===== src/rtl/display_arbiter_if.sv =====
// Display-sharing bus between the requesters and the arbiter that owns the
// two-digit 7-segment display.
interface display_arbiter_if #(
    parameter int NUM_REQ = 4
);
    localparam int OWN_W = $clog2(NUM_REQ);

    logic [NUM_REQ-1:0]   i_req;
    logic [8*NUM_REQ-1:0] i_value;
    logic                 i_advance;
    logic [NUM_REQ-1:0]   o_grant;
    logic [OWN_W-1:0]     o_owner;
    logic                 o_valid;
    logic [3:0]           o_digit1;
    logic [3:0]           o_digit2;

    // Arbiter side.
    modport slave (
        input  i_req,
        input  i_value,
        input  i_advance,
        output o_grant,
        output o_owner,
        output o_valid,
        output o_digit1,
        output o_digit2
    );

    // Requester / system side.
    modport master (
        output i_req,
        output i_value,
        output i_advance,
        input  o_grant,
        input  o_owner,
        input  o_valid,
        input  o_digit1,
        input  o_digit2
    );
endinterface


===== src/rtl/display_arbiter.sv =====
// Round-robin owner of the two-digit display with a minimum hold time; the
// advance pulse rotates early when another requester is waiting.
module display_arbiter #(
    parameter int NUM_REQ     = 4,
    parameter int HOLD_CYCLES = 25000000
) (
    input  logic                clock,
    input  logic                reset,
    display_arbiter_if.slave    bus
);
    localparam int OWN_W = $clog2(NUM_REQ);
    localparam int CNT_W = (HOLD_CYCLES > 1) ? $clog2(HOLD_CYCLES) : 1;
    localparam logic [CNT_W-1:0] CNT_MAX  = CNT_W'(HOLD_CYCLES - 1);
    localparam logic [OWN_W-1:0] LAST_RST = OWN_W'(NUM_REQ - 1);

    typedef enum logic [1:0] {
        IDLE = 2'd0,
        HOLD = 2'd1,
        FREE = 2'd2
    } state_t;

    typedef struct packed {
        logic             found;
        logic [OWN_W-1:0] idx;
    } pick_t;

    // First requester after 'last' in circular order.
    function automatic pick_t rr_pick(input logic [NUM_REQ-1:0] req,
                                      input logic [OWN_W-1:0]   last);
        pick_t p;
        int    k;
        p.found = 1'b0;
        p.idx   = '0;
        for (int i = 1; i <= NUM_REQ; i++) begin
            k = (int'(last) + i) % NUM_REQ;
            if (!p.found && req[k]) begin
                p.found = 1'b1;
                p.idx   = OWN_W'(k);
            end
        end
        return p;
    endfunction

    state_t               state_q, state_d;
    logic [CNT_W-1:0]     cnt_q, cnt_d;
    logic [OWN_W-1:0]     last_q, last_d;
    logic [OWN_W-1:0]     owner_q, owner_d;
    logic [NUM_REQ-1:0]   grant_q, grant_d;
    logic                 valid_q, valid_d;
    logic [7:0]           value_q, value_d;

    pick_t                pick_any;
    pick_t                pick_other;
    logic                 do_grant;
    logic [OWN_W-1:0]     sel_idx;
    logic                 owner_req;
    logic [7:0]           owner_value;

    always_comb begin
        pick_any    = rr_pick(bus.i_req, last_q);
        pick_other  = rr_pick(bus.i_req & ~grant_q, last_q);
        owner_req   = bus.i_req[owner_q];
        owner_value = bus.i_value[8*int'(owner_q) +: 8];
    end

    always_comb begin
        // NOTE: every output of this block gets a default first, so no path
        // can leave a signal unassigned and infer a latch.
        state_d  = state_q;
        cnt_d    = cnt_q;
        last_d   = last_q;
        owner_d  = owner_q;
        grant_d  = grant_q;
        valid_d  = valid_q;
        value_d  = value_q;
        do_grant = 1'b0;
        sel_idx  = '0;

        unique case (state_q)
            IDLE: begin
                if (pick_any.found) begin
                    do_grant = 1'b1;
                    sel_idx  = pick_any.idx;
                end
            end
            HOLD: begin
                if (bus.i_advance && pick_other.found) begin
                    do_grant = 1'b1;
                    sel_idx  = pick_other.idx;
                end else begin
                    if (owner_req) begin
                        value_d = owner_value;
                    end
                    if (cnt_q == CNT_MAX) begin
                        state_d = FREE;
                    end else begin
                        cnt_d = cnt_q + 1'b1;
                    end
                end
            end
            FREE: begin
                // Hold time is spent: any other waiting requester takes over,
                // with or without an advance pulse.
                if (pick_other.found) begin
                    do_grant = 1'b1;
                    sel_idx  = pick_other.idx;
                end else if (owner_req) begin
                    value_d = owner_value;
                end else begin
                    state_d = IDLE;
                    grant_d = '0;
                    valid_d = 1'b0;
                end
            end
            default: begin
                state_d = IDLE;
                grant_d = '0;
                valid_d = 1'b0;
            end
        endcase

        if (do_grant) begin
            state_d          = HOLD;
            cnt_d            = '0;
            last_d           = sel_idx;
            owner_d          = sel_idx;
            grant_d          = '0;
            grant_d[sel_idx] = 1'b1;
            valid_d          = 1'b1;
            value_d          = bus.i_value[8*int'(sel_idx) +: 8];
        end
    end

    // NOTE: state is updated with non-blocking assignments so every flop
    // samples the pre-edge values regardless of statement order.
    always_ff @(posedge clock or posedge reset) begin
        if (reset) begin
            state_q <= IDLE;
            cnt_q   <= '0;
            last_q  <= LAST_RST;
            owner_q <= '0;
            grant_q <= '0;
            valid_q <= 1'b0;
            value_q <= '0;
        end else begin
            state_q <= state_d;
            cnt_q   <= cnt_d;
            last_q  <= last_d;
            owner_q <= owner_d;
            grant_q <= grant_d;
            valid_q <= valid_d;
            value_q <= value_d;
        end
    end

    assign bus.o_grant  = grant_q;
    assign bus.o_owner  = owner_q;
    assign bus.o_valid  = valid_q;
    assign bus.o_digit1 = value_q[7:4];
    assign bus.o_digit2 = value_q[3:0];

endmodule


===== src/flat_wrapper.sv =====
// flat-port wrapper written by rule: the top's interface ports become plain ports
module display_arbiter_flat 
#(
    parameter int NUM_REQ     = 4,
    parameter int HOLD_CYCLES = 25000000
)
  (clock, reset, bus_i_req, bus_i_value, bus_i_advance, bus_o_grant, bus_o_owner, bus_o_valid, bus_o_digit1, bus_o_digit2);
  display_arbiter_if #(.NUM_REQ(NUM_REQ)) bus_i ();
  input  logic clock;
  input  logic reset;
  input wire logic [$bits(bus_i.i_req)-1:0] bus_i_req;
  input wire logic [$bits(bus_i.i_value)-1:0] bus_i_value;
  input wire logic [$bits(bus_i.i_advance)-1:0] bus_i_advance;
  output wire logic [$bits(bus_i.o_grant)-1:0] bus_o_grant;
  output wire logic [$bits(bus_i.o_owner)-1:0] bus_o_owner;
  output wire logic [$bits(bus_i.o_valid)-1:0] bus_o_valid;
  output wire logic [$bits(bus_i.o_digit1)-1:0] bus_o_digit1;
  output wire logic [$bits(bus_i.o_digit2)-1:0] bus_o_digit2;
  assign bus_i.i_req = bus_i_req;
  assign bus_i.i_value = bus_i_value;
  assign bus_i.i_advance = bus_i_advance;
  assign bus_o_grant = bus_i.o_grant;
  assign bus_o_owner = bus_i.o_owner;
  assign bus_o_valid = bus_i.o_valid;
  assign bus_o_digit1 = bus_i.o_digit1;
  assign bus_o_digit2 = bus_i.o_digit2;
  display_arbiter #(.NUM_REQ(NUM_REQ), .HOLD_CYCLES(HOLD_CYCLES)) u_core (.clock(clock), .reset(reset), .bus(bus_i));
endmodule

===== config.mk =====
export PLATFORM = sky130hd
export DESIGN_NAME = display_arbiter_flat
export DESIGN_NICKNAME = d
export VERILOG_FILES = /design/src/rtl/display_arbiter_if.sv /design/src/rtl/display_arbiter.sv /design/src/flat_wrapper.sv
export SDC_FILE = /design/constraint.sdc
export NUM_CORES = 1
export LEC_CHECK = 0
export ABC_AREA = 1
export BUFFER_PORTS_ARGS = -buffer_cell sky130_fd_sc_hd__buf_2
export CAP_MARGIN = 20
export CORE_MARGIN = 2
export CORE_UTILIZATION = 60
export CTS_BUF_LIST = sky130_fd_sc_hd__clkbuf_16
export DETAILED_ROUTE_END_ITERATION = 16
export HOLD_SLACK_MARGIN = 0.06
export PLACE_DENSITY = 0.89
export SLEW_MARGIN = 5
export SYNTH_ARGS = -nofsm -noshare
export SYNTH_HDL_FRONTEND = slang
export SYNTH_SLANG_ARGS = --single-unit
export TNS_END_PERCENT = 20

===== constraint.sdc =====
create_clock -name clock -period 3.5 [get_ports clock]
set_input_delay 0.175 -clock clock [delete_from_list [all_inputs] [get_ports clock]]
set_output_delay 0.175 -clock clock [all_outputs]
set_load 0.05 [all_outputs]

==> results.py <==
metrics = {
    "routing": {
        "wl_per_cell_microns": 14.6,
        "drc": 0,
        "vias_per_cell": 5.86,
        "vias": 3401,
        "initialDrtViolationCount": 291,
        "wirelength_microns": 8490,
        "ant_nets": 0,
        "dr.pass1.iters": 6,
    },
    "synth": {
        "synth_nets": 499,
        "yosys.area_share.simple": 0.454,
        "ys.flop_type": "dfrtp_1",
        "synth_mux_area_frac": 0,
        "yosysUniqueCellTypes": 38,
        "seq_area_frac_synth": 0.343,
        "synth_area_sq_mm": 0.00322,
        "synth-edff-count": 0,
        "async_reset_ff_frac": 1.00,
        "synth_compound_area_frac": 0.0956,
        "synth_xor_area_frac": 0.0163,
        "synth_top_family_by_area": "simple AND/OR/NAND/NOR gates",
        "syn_avg_cell_area_sq_um": 7.02,
        "synth_seq_cells": 44,
        "synth_fa_ha_area_frac": 0.00389,
        "yosys_warnings": 0,
        "syn_inst": 459,
    },
    "clocking": {
        "numCtsBuffers": 5,
        "path_clk_slew_ns": 0.06,
        "clk_path_buf_depth": 2,
        "clkSinkCount": 44,
        "cts_resized": 0,
        "ctsHtreeMaxLevel": 2,
        "clockRootBuffer": "clkbuf_16",
        "cts_tree": "done",
        "insertion_delay_ns": 0.29,
    },
    "sta": {
        "fin_skew_ns": 0.00535,
        "slew_violations": 0,
        "finalSetupViolations": 0,
        "setup_tns_ns": 0,
        "hold_violations": 0,
        "worst_hold_slack_ns": 0.210,
        "max_freq_mhz": 374,
        "maxSlewHeadroom": 0.607,
        "fin_crit_ns": 2.68,
        "rsz0062_at_grt": "no",
        "worstMarginPinSlew_ns": 0.588,
        "finalCritPeriodShare": 0.765,
    },
    "cells_and_area": {
        "drive_gt1_frac": 0.194,
        "area_delta_synth_final_pct": 13.5,
        "nNetsFinal": 549,
        "n_fill_cell": 460,
        "diodes": 0,
        "stdcell_count": 580,
    },
    "floorplan": {
        "start_util": 0.627,
        "ios": 54,
        "die_w_microns": 77.3,
        "rows": 26,
        "die_area_sq_mm": 0.00597,
        "core-area_sq_mm": 0.00514,
        "fp.dieH_microns": 77.3,
    },
    "setup_path": {
        "crit_path_max_fanout": 27,
        "end_kind": "flop",
        "path_class": "flop to flop",
        "cp.required_ns": 3.70,
        "worstSetupStartpointType": "flop",
        "arrival_ns": 2.88,
    },
    "global_route": {
        "grt-ovfl-total": 0,
        "grt_pass1_wl_microns": 14400,
        "antenna_found_initial": 0,
        "grt_max_degree": 45,
        "grt_pass1_vias": 3184,
        "groute.usage.overall": 0.293,
    },
    "hold_path": {
        "hold_class": "input pin to flop",
    },
    "run": {
        "cap_violations": 0,
    },
    "power_and_ir_drop": {
        "peakVddDrop_uv": 647,
        "powerDensity_mw_per_mm2": 826,
        "leakage_nw": 1.75,
    },
    "place": {
        "gp_routability_congestion": 0.969,
        "place_inst": 571,
        "hpwl_microns": 6200,
        "portBuffers": 53,
    },
    "outcome": {
        "outcome": "finished clean",
    },
}
-- where the power goes --
| part | internal [mW] | switching [mW] | total [mW] |
|---|---|---|---|
| logic | 0.485 | 1.27 | 1.75 |
| registers | 0.641 | 0.102 | 0.743 |
| clock network | 0.333 | 0.191 | 0.524 |
-- state kept, by name, indices dropped and copies added (netlist names) --
name / count
u_core.bus.o_owner: 2
u_core.bus.o_valid: 1
u_core.value_q: 8
u_core.cnt_q: 25
u_core.last_q: 2
u_core.state_q: 2
u_core.bus.o_grant: 4
-- through the flow --
step	setup WS, ns	power, mW	utilization	instance area [sq um]
floorplan	1.39	2.17	-	3220
global placement	0.950	2.44	0.677	3480
detailed placement	0.861	2.48	0.677	3480
CTS	0.842	3.01	0.711	3660
global route	0.511	3.25	0.711	3660
finish	0.824	3.02	0.711	3660
-- kinds of logic after synthesis --
logic type | Yosys count
xor+xnor | 6
compound gates | 49
buf+inv | 60
fa+ha+maj | 1
flops | 44
simple gates | 299
-- cell usage after synthesis, types with 3 or more instances --
| cell | instances | share of area |
|---|---|---|
| nand2_1 | 135 | 0.16 |
| nand3_1 | 58 | 0.090 |
| dfrtp_1 | 42 | 0.33 |
| inv_1 | 40 | 0.047 |
| nand4_1 | 34 | 0.066 |
| nor2_1 | 31 | 0.036 |
| o21ai_1 | 16 | 0.025 |
| nor3_1 | 11 | 0.017 |
| o21ai_0 | 10 | 0.016 |
| inv_2 | 7 | 0.0082 |
| a21oi_1 | 6 | 0.0093 |
| nand2_2 | 6 | 0.012 |
| o31ai_1 | 6 | 0.014 |
| buf_6 | 5 | 0.017 |
| nand3_2 | 5 | 0.016 |
| nor4_1 | 5 | 0.0097 |
| xor2_1 | 5 | 0.014 |
| buf_2 | 4 | 0.0062 |
| buf_4 | 4 | 0.0093 |
| nor2_4 | 3 | 0.010 |
| nor3_2 | 3 | 0.0093 |
| o22ai_1 | 3 | 0.0058 |
-- per-layer routing --
metal | vias up | track usage | wire (microns)
li1 | 1657 | - | -
met1 | 1561 | 0.409 | 3790
met2 | 153 | 0.466 | 3950
met3 | 30 | 0.0435 | 515
met4 | 0 | 0.0964 | 228
met5 | - | 0 | 0
-- final cells by class --
| cell class | count | area (sq um) | area share |
|---|---|---|---|
| inverter | 47 | 176 | 0.0483 |
| clock inverter | 3 | 38.8 | 0.0106 |
| clock buffer | 5 | 125 | 0.0342 |
| sequential | 44 | 1100 | 0.302 |
| multi-input combinational | 355 | 1830 | 0.502 |
| timing repair buffer | 56 | 290 | 0.0794 |
| tap | 70 | 87.6 | 0.0240 |
-- placed cells by master (no fill, tap or decap), types with 3 or more instances in the layout --
cell	n
nor2_4	3
nand2_1	135
nand3_2	5
clkbuf_16	5
o21ai_0	10
o31ai_1	6
inv_1	40
nor3_2	3
nand3_1	58
inv_2	7
o22ai_1	3
a21oi_1	6
dfrtp_1	42
nand4_1	34
buf_2	53
xor2_1	5
nor3_1	11
nor4_1	5
nor2_1	31
o21ai_1	16
nand2_2	6
-- worst max-delay path, stage by stage, from the launching register on --
cell	delay [ns]
dfstp_2	0.66
inv_2	0.16
nand2_1	0.10
nand2_2	0.11
o21ai_1	0.16
nand2_1	0.08
nor2_2	0.16
nor2_4	0.07
nor2_4	0.16
buf_4	0.34
nand2_8	0.20
nand4_1	0.15
nor2_1	0.07
nor3_2	0.17
-- repair_timing --
item	CTS	global route
setup buffers	0	0
hold buffers	1	0
endpoints found under the hold margin	42	0
-- worst paths after layout --
kind | startpoint | end | slack (ns) | cells past startpoint
max in group asynchronous | reset | u_core.last_q[1] | 2.56 | 4
min in group asynchronous | reset | u_core.cnt_q[22] | 0.56 | 4
worst max register to register | u_core.last_q[0] | u_core.cnt_q[11] | 0.82 | 13
worst min-delay path | bus_i_value[28] | u_core.value_q[4] | 0.21 | 5
worst max-delay path | u_core.last_q[0] | u_core.cnt_q[11] | 0.82 | 13
worst min register to register | u_core.value_q[1] | u_core.value_q[1] | 0.48 | 2
Power figures use the tool's default switching activity.
